`src/rtl/usb_xact_sequencer.sv`:
```
// USB device transaction sequencer: decodes tokens, tracks per-endpoint data
// toggles and drives the handshake, IN-data and OUT-buffer strobes.
module usb_xact_sequencer #(
    parameter int NUM_EP  = 4,
    parameter int TIMEOUT = 816
) (
    input  logic              clock,
    input  logic              reset,
    input  logic [6:0]        usb_addr_i,
    input  logic              tok_recv_i,
    input  logic [3:0]        tok_pid_i,
    input  logic [6:0]        tok_addr_i,
    input  logic [3:0]        tok_endp_i,
    input  logic              usb_recv_i,
    input  logic              crc_error_i,
    input  logic              hsk_recv_i,
    input  logic [3:0]        rx_pid_i,
    input  logic [NUM_EP-1:0] ep_rx_ready_i,
    input  logic [NUM_EP-1:0] ep_tx_avail_i,
    input  logic [NUM_EP-1:0] ep_stall_i,
    output logic              hsk_send_o,
    output logic [3:0]        hsk_pid_o,
    input  logic              hsk_done_i,
    output logic              tx_start_o,
    output logic [3:0]        tx_pid_o,
    input  logic              tx_done_i,
    output logic              rx_accept_o,
    output logic              rx_discard_o,
    output logic [3:0]        ep_sel_o,
    output logic              setup_o,
    output logic              busy_o
);
    localparam logic [3:0] PID_OUT   = 4'h1;
    localparam logic [3:0] PID_IN    = 4'h9;
    localparam logic [3:0] PID_SETUP = 4'hD;
    localparam logic [3:0] PID_DATA0 = 4'h3;
    localparam logic [3:0] PID_DATA1 = 4'hB;
    localparam logic [3:0] PID_ACK   = 4'h2;
    localparam logic [3:0] PID_NAK   = 4'hA;
    localparam logic [3:0] PID_STALL = 4'hE;
    localparam int CW = $clog2(TIMEOUT + 1);
    localparam logic [CW-1:0] CNT_LOAD = CW'(TIMEOUT);
    localparam logic [4:0] EP_LIMIT = 5'(NUM_EP);

    typedef enum logic [2:0] {IDLE, RX_DATA, SEND_HSK, TX_DATA, WAIT_ACK} state_t;

    state_t            state_q, state_d;
    logic [CW-1:0]     cnt_q, cnt_d;
    logic [NUM_EP-1:0] tog_in_q, tog_in_d, tog_out_q, tog_out_d;
    logic              hsk_send_q, hsk_send_d;
    logic [3:0]        hsk_pid_q, hsk_pid_d;
    logic              tx_start_q, tx_start_d;
    logic [3:0]        tx_pid_q, tx_pid_d;
    logic              rx_accept_q, rx_accept_d;
    logic              rx_discard_q, rx_discard_d;
    logic [3:0]        ep_sel_q, ep_sel_d;
    logic              setup_q, setup_d;
    logic              busy_q, busy_d;

    // One-hot endpoint decodes keep all per-endpoint lookups free of wide indexing
    logic [NUM_EP-1:0] tok_hit, cur_hit;
    genvar gi;
    generate
        for (gi = 0; gi < NUM_EP; gi++) begin : g_ep_dec
            assign tok_hit[gi] = (tok_endp_i == 4'(gi));
            assign cur_hit[gi] = (ep_sel_q == 4'(gi));
        end
    endgenerate

    logic tok_ok, tok_stall, tok_avail, tok_in_tog;
    logic cur_stall, cur_ready, cur_out_tog;
    logic rx_is_data, cnt_expire;

    assign tok_ok      = tok_recv_i && (tok_addr_i == usb_addr_i)
                         && ({1'b0, tok_endp_i} < EP_LIMIT);
    assign tok_stall   = |(ep_stall_i & tok_hit);
    assign tok_avail   = |(ep_tx_avail_i & tok_hit);
    assign tok_in_tog  = |(tog_in_q & tok_hit);
    assign cur_stall   = |(ep_stall_i & cur_hit);
    assign cur_ready   = |(ep_rx_ready_i & cur_hit);
    assign cur_out_tog = |(tog_out_q & cur_hit);
    assign rx_is_data  = (rx_pid_i == PID_DATA0) || (rx_pid_i == PID_DATA1);
    assign cnt_expire  = (cnt_q <= CW'(1));

    always_comb begin
        state_d      = state_q;
        cnt_d        = cnt_q;
        tog_in_d     = tog_in_q;
        tog_out_d    = tog_out_q;
        hsk_send_d   = hsk_send_q;
        hsk_pid_d    = hsk_pid_q;
        tx_start_d   = tx_start_q;
        tx_pid_d     = tx_pid_q;
        rx_accept_d  = 1'b0;
        rx_discard_d = 1'b0;
        ep_sel_d     = ep_sel_q;
        setup_d      = setup_q;
        case (state_q)
            IDLE: begin
                if (tok_ok && (tok_pid_i == PID_OUT || tok_pid_i == PID_SETUP)) begin
                    ep_sel_d = tok_endp_i;
                    setup_d  = (tok_pid_i == PID_SETUP);
                    cnt_d    = CNT_LOAD;
                    state_d  = RX_DATA;
                end else if (tok_ok && tok_pid_i == PID_IN) begin
                    ep_sel_d = tok_endp_i;
                    setup_d  = 1'b0;
                    if (tok_stall || !tok_avail) begin
                        hsk_send_d = 1'b1;
                        hsk_pid_d  = tok_stall ? PID_STALL : PID_NAK;
                        state_d    = SEND_HSK;
                    end else begin
                        tx_start_d = 1'b1;
                        tx_pid_d   = tok_in_tog ? PID_DATA1 : PID_DATA0;
                        state_d    = TX_DATA;
                    end
                end
            end
            RX_DATA: begin
                cnt_d = cnt_q - CW'(1);
                if (crc_error_i || (usb_recv_i && !rx_is_data)
                    || (usb_recv_i && setup_q && rx_pid_i != PID_DATA0)
                    || (!usb_recv_i && cnt_expire)) begin
                    rx_discard_d = 1'b1;
                    cnt_d        = '0;
                    state_d      = IDLE;
                end else if (usb_recv_i) begin
                    cnt_d      = '0;
                    hsk_send_d = 1'b1;
                    hsk_pid_d  = PID_ACK;
                    state_d    = SEND_HSK;
                    if (setup_q) begin
                        rx_accept_d = 1'b1;
                        tog_in_d    = tog_in_q | cur_hit;
                        tog_out_d   = tog_out_q | cur_hit;
                    end else if (cur_stall) begin
                        rx_discard_d = 1'b1;
                        hsk_pid_d    = PID_STALL;
                    end else if (!cur_ready) begin
                        rx_discard_d = 1'b1;
                        hsk_pid_d    = PID_NAK;
                    end else if ((rx_pid_i == PID_DATA1) == cur_out_tog) begin
                        rx_accept_d = 1'b1;
                        tog_out_d   = tog_out_q ^ cur_hit;
                    end else begin
                        // Host missed our previous ACK: re-ACK without committing again
                        rx_discard_d = 1'b1;
                    end
                end
            end
            SEND_HSK: begin
                if (hsk_done_i) begin
                    hsk_send_d = 1'b0;
                    state_d    = IDLE;
                end
            end
            TX_DATA: begin
                if (tx_done_i) begin
                    tx_start_d = 1'b0;
                    cnt_d      = CNT_LOAD;
                    state_d    = WAIT_ACK;
                end
            end
            WAIT_ACK: begin
                cnt_d = cnt_q - CW'(1);
                if (hsk_recv_i || tok_recv_i || cnt_expire) begin
                    cnt_d   = '0;
                    state_d = IDLE;
                    if (hsk_recv_i && rx_pid_i == PID_ACK) begin
                        tog_in_d = tog_in_q ^ cur_hit;
                    end
                end
            end
            default: state_d = IDLE;
        endcase
        busy_d = (state_d != IDLE);
    end

    always_ff @(posedge clock) begin
        if (reset) begin
            state_q      <= IDLE;
            cnt_q        <= '0;
            tog_in_q     <= '0;
            tog_out_q    <= '0;
            hsk_send_q   <= 1'b0;
            hsk_pid_q    <= 4'h0;
            tx_start_q   <= 1'b0;
            tx_pid_q     <= 4'h0;
            rx_accept_q  <= 1'b0;
            rx_discard_q <= 1'b0;
            ep_sel_q     <= 4'h0;
            setup_q      <= 1'b0;
            busy_q       <= 1'b0;
        end else begin
            state_q      <= state_d;
            cnt_q        <= cnt_d;
            tog_in_q     <= tog_in_d;
            tog_out_q    <= tog_out_d;
            hsk_send_q   <= hsk_send_d;
            hsk_pid_q    <= hsk_pid_d;
            tx_start_q   <= tx_start_d;
            tx_pid_q     <= tx_pid_d;
            rx_accept_q  <= rx_accept_d;
            rx_discard_q <= rx_discard_d;
            ep_sel_q     <= ep_sel_d;
            setup_q      <= setup_d;
            busy_q       <= busy_d;
        end
    end

    assign hsk_send_o   = hsk_send_q;
    assign hsk_pid_o    = hsk_pid_q;
    assign tx_start_o   = tx_start_q;
    assign tx_pid_o     = tx_pid_q;
    assign rx_accept_o  = rx_accept_q;
    assign rx_discard_o = rx_discard_q;
    assign ep_sel_o     = ep_sel_q;
    assign setup_o      = setup_q;
    assign busy_o       = busy_q;
endmodule

```
`config.mk`:
```
export PLATFORM = sky130hd
export DESIGN_NAME = usb_xact_sequencer
export DESIGN_NICKNAME = d
export VERILOG_FILES = /design/src/rtl/usb_xact_sequencer.sv
export SDC_FILE = /design/constraint.sdc
export NUM_CORES = 1
export LEC_CHECK = 0
export CORE_MARGIN = 2
export CORE_UTILIZATION = 30
export CTS_CLUSTER_SIZE = 40
export DETAILED_ROUTE_END_ITERATION = 8
export HOLD_SLACK_MARGIN = 0.12
export PLACE_DENSITY_LB_ADDON = 0.3
export SETUP_SLACK_MARGIN = 0.02
export SLEW_MARGIN = 20
export SYNTH_ARGS = -nofsm -noshare
export SYNTH_HDL_FRONTEND = slang
export SYNTH_SLANG_ARGS = --single-unit
```
`constraint.sdc`:
```
create_clock -name clock -period 2.5 [get_ports clock]
set_clock_uncertainty 0.15 [all_clocks]
set_input_delay 0.75 -clock clock [delete_from_list [all_inputs] [get_ports clock]]
set_output_delay 0.75 -clock clock [all_outputs]
set_load 0.02 [all_outputs]
```
==> metrics.yaml <==
timing:
  fin_crit_ps: 2410
  drv_slew: 0
  worst_slack_ps: 89.51
  period_share: 0.9642
  worstMarginPinSlew_ps: 600.9
  setup_violations: 0
  setup_tns_ps: 0
  hold_viol: 0
  whs_ps: 306.9
  max_freq_mhz: 414.9
  rsz0062_at_grt: "false"
  maxSlewHeadroom: 0.5994
hold_path:
  hold_class: "reg -> reg"
die:
  core_area_um2: 8134
  die_w_um: 95.22
  fp.dieH_um: 95.22
  start_util: 0.3069
  io_pins: 64
  num_rows: 33
  dieArea_um2: 9066
global_routing:
  track_usage: 0.1608
  grt_pass1_wl_mm: 11.50
  grt.overflow.total: 0
  grt_pass1_vias: 2592
  antenna_found_initial: 0
  grt_max_degree: 17
cts:
  postCtsHoldBufs: 0
  clk_pin_slew_worst_paths_ps: 80
  cts.sinks: 36
  root_buffer: "clkbuf_8"
  cts_max_level: 2
  cts_inserted_buffers: 5
  clk_latency_ps: 290
  cts_buffer_depth: 2
  cts_tree: "built"
route:
  wl_per_cell_um: 13.82
  drt_first_pass_iters: 4
  drt_iter0_drc: 76
  viasPerCell: 5.152
  vias: 2638
  routed_wl_mm: 7.076
  drcViolationCount: 0
  ant_nets: 0
placement:
  place_hpwl_mm: 5.520
  port_buffers: 61
  pre_cts_ws_ps: -511.0
  dpl_cell_area_um2: 3483
  place.gp.congestion: 0.7830
  post-place-cells: 499
pwr:
  p_leak_nw: 1.473
  p_per_area_nw_per_um2: 326.5
  peakVddDrop_mv: 0.1869
  power_mw: 1.221
yosys:
  synth_edf_count: 0
  synth_seq_area_share: 0.2887
  postSynth.asyncResetShare: 0
  synth.distinct_cells: 62
  synth.avg_cell_area_um2: 8.211
  synth-seq-cells: 36
  synth-compound-area-share: 0.2000
  syn-cell-area_um2: 2496
  synth-simple-area-share: 0.2531
  synth_warnings: 0
  synthAdderAreaFrac: 0.07018
  synth_flop_cell: "dfxtp_1"
  postSynthCellCount: 304
  synthXorXnorAreaFrac: 0.04060
  synth_top_family_by_area: "simple AND/OR/NAND/NOR gates"
  synth_mux_area_frac: 0.07118
flow_run:
  drv_cap: 0
cells_and_area:
  area_delta_synth_final_pct: 49.87
  post-route-util: 0.4599
  final_cells: 512
  stdcell_area_um2: 3741
  drive_above_1_share: 0.2310
  layout_commonest_cell: "buf_4"
  fin_nets: 467
  layout_common_cells: "49 x buf_4, 38 x clkdlybuf4s50_1, 33 x dfxtp_1"
  diodes: 0
setup_path:
  worstSetupEndpointType: "flip-flop"
  cp.required_ps: 2520
  path_class: "in -> reg"
  worstPathArrival_ps: 2440
  critPathLaunchType: "input pin"
  crit_fanout: 2
  r2r_setup_slack_ps: 200
run_status:
  status: "completed"
==> cell families after synthesis <==
| group | count (synthesis) |
|---|---|
| DFF | 36 |
| AOI/OAI and AO/OA | 70 |
| buffers and inverters | 43 |
| other | 1 |
| muxes | 16 |
| and+or+nand+nor | 115 |
| adders and majority gates | 14 |
| xor gates and xnor gates | 9 |
==> state kept, by name, summed over array words and instances, names as in the netlist <==
register / cells
tog_in_q: 4
cnt_q: 10
busy_o: 1
tx_pid_o: 2
state_q: 3
ep_sel_o: 4
rx_accept_o: 1
rx_discard_o: 1
tx_start_o: 1
hsk_send_o: 1
tog_out_q: 4
setup_o: 1
hsk_pid_o: 3
==> cell type report <==
cell class / count / area [um^2]
clock buffer: 7 / 96.34
fill: 789 / 4393
inverter: 28 / 105.1
multi-input combinational: 226 / 1720
sequential: 36 / 724.4
tap: 105 / 131.4
timing repair buffer: 110 / 963.4
==> synthesized netlist by cell type (all sizes together) (6+ instances only) <==
library cell,n,share of area
nor2,32,0.048
ha,14,0.070
nor3,13,0.030
nor4,6,0.018
mux2i,14,0.056
xnor2,8,0.037
clkbuf,8,0.012
dfxtp,36,0.29
a21oi,18,0.036
nor3b,7,0.023
nand3,7,0.016
a2111oi,7,0.025
buf,7,0.021
inv,28,0.042
o21ai,7,0.014
nand2,18,0.027
==> worst max-delay path: stages <==
cell	delay, ps
dlygate4sd2_1	250
xnor2_2	130
nand3_2	100
or4_4	520
a221o_2	390
mux2_4	300
==> repair_timing <==
item | 4_1_cts | 5_1_grt
gates resized for setup | 40 | 24
setup buffers | 5 | 1
setup endpoints to repair | 10 | 16
pin swaps | 15 | 15
==> metal layers <==
| layer | routed length, um | vias up | GRT usage |
|---|---|---|---|
| met3 | 276 | 10 | 0.02609 |
| li1 | - | 1310 | - |
| met5 | 0 | - | 0 |
| met1 | 3075 | 1247 | 0.1950 |
| met4 | 128 | 0 | 0.05918 |
| met2 | 3595 | 71 | 0.2846 |
==> power by group <==
group	leakage, nW	internal (mW)	switching (mW)
clock network	0.0503	0.246	0.216
registers	0.291	0.573	0.0000841
logic	1.13	0.111	0.0758
==> worst paths after layout <==
path                                     from           end  cells past startpoint
worst min-delay path             hsk_pid_o[1]  hsk_pid_o[1]                      2
worst min register to register   hsk_pid_o[1]  hsk_pid_o[1]                      2
worst max register to register    ep_sel_o[1]  tog_out_q[1]                     10
worst max-delay path            usb_addr_i[6]  hsk_pid_o[2]                      6
Note: power is estimated with default switching activity, not from simulation.
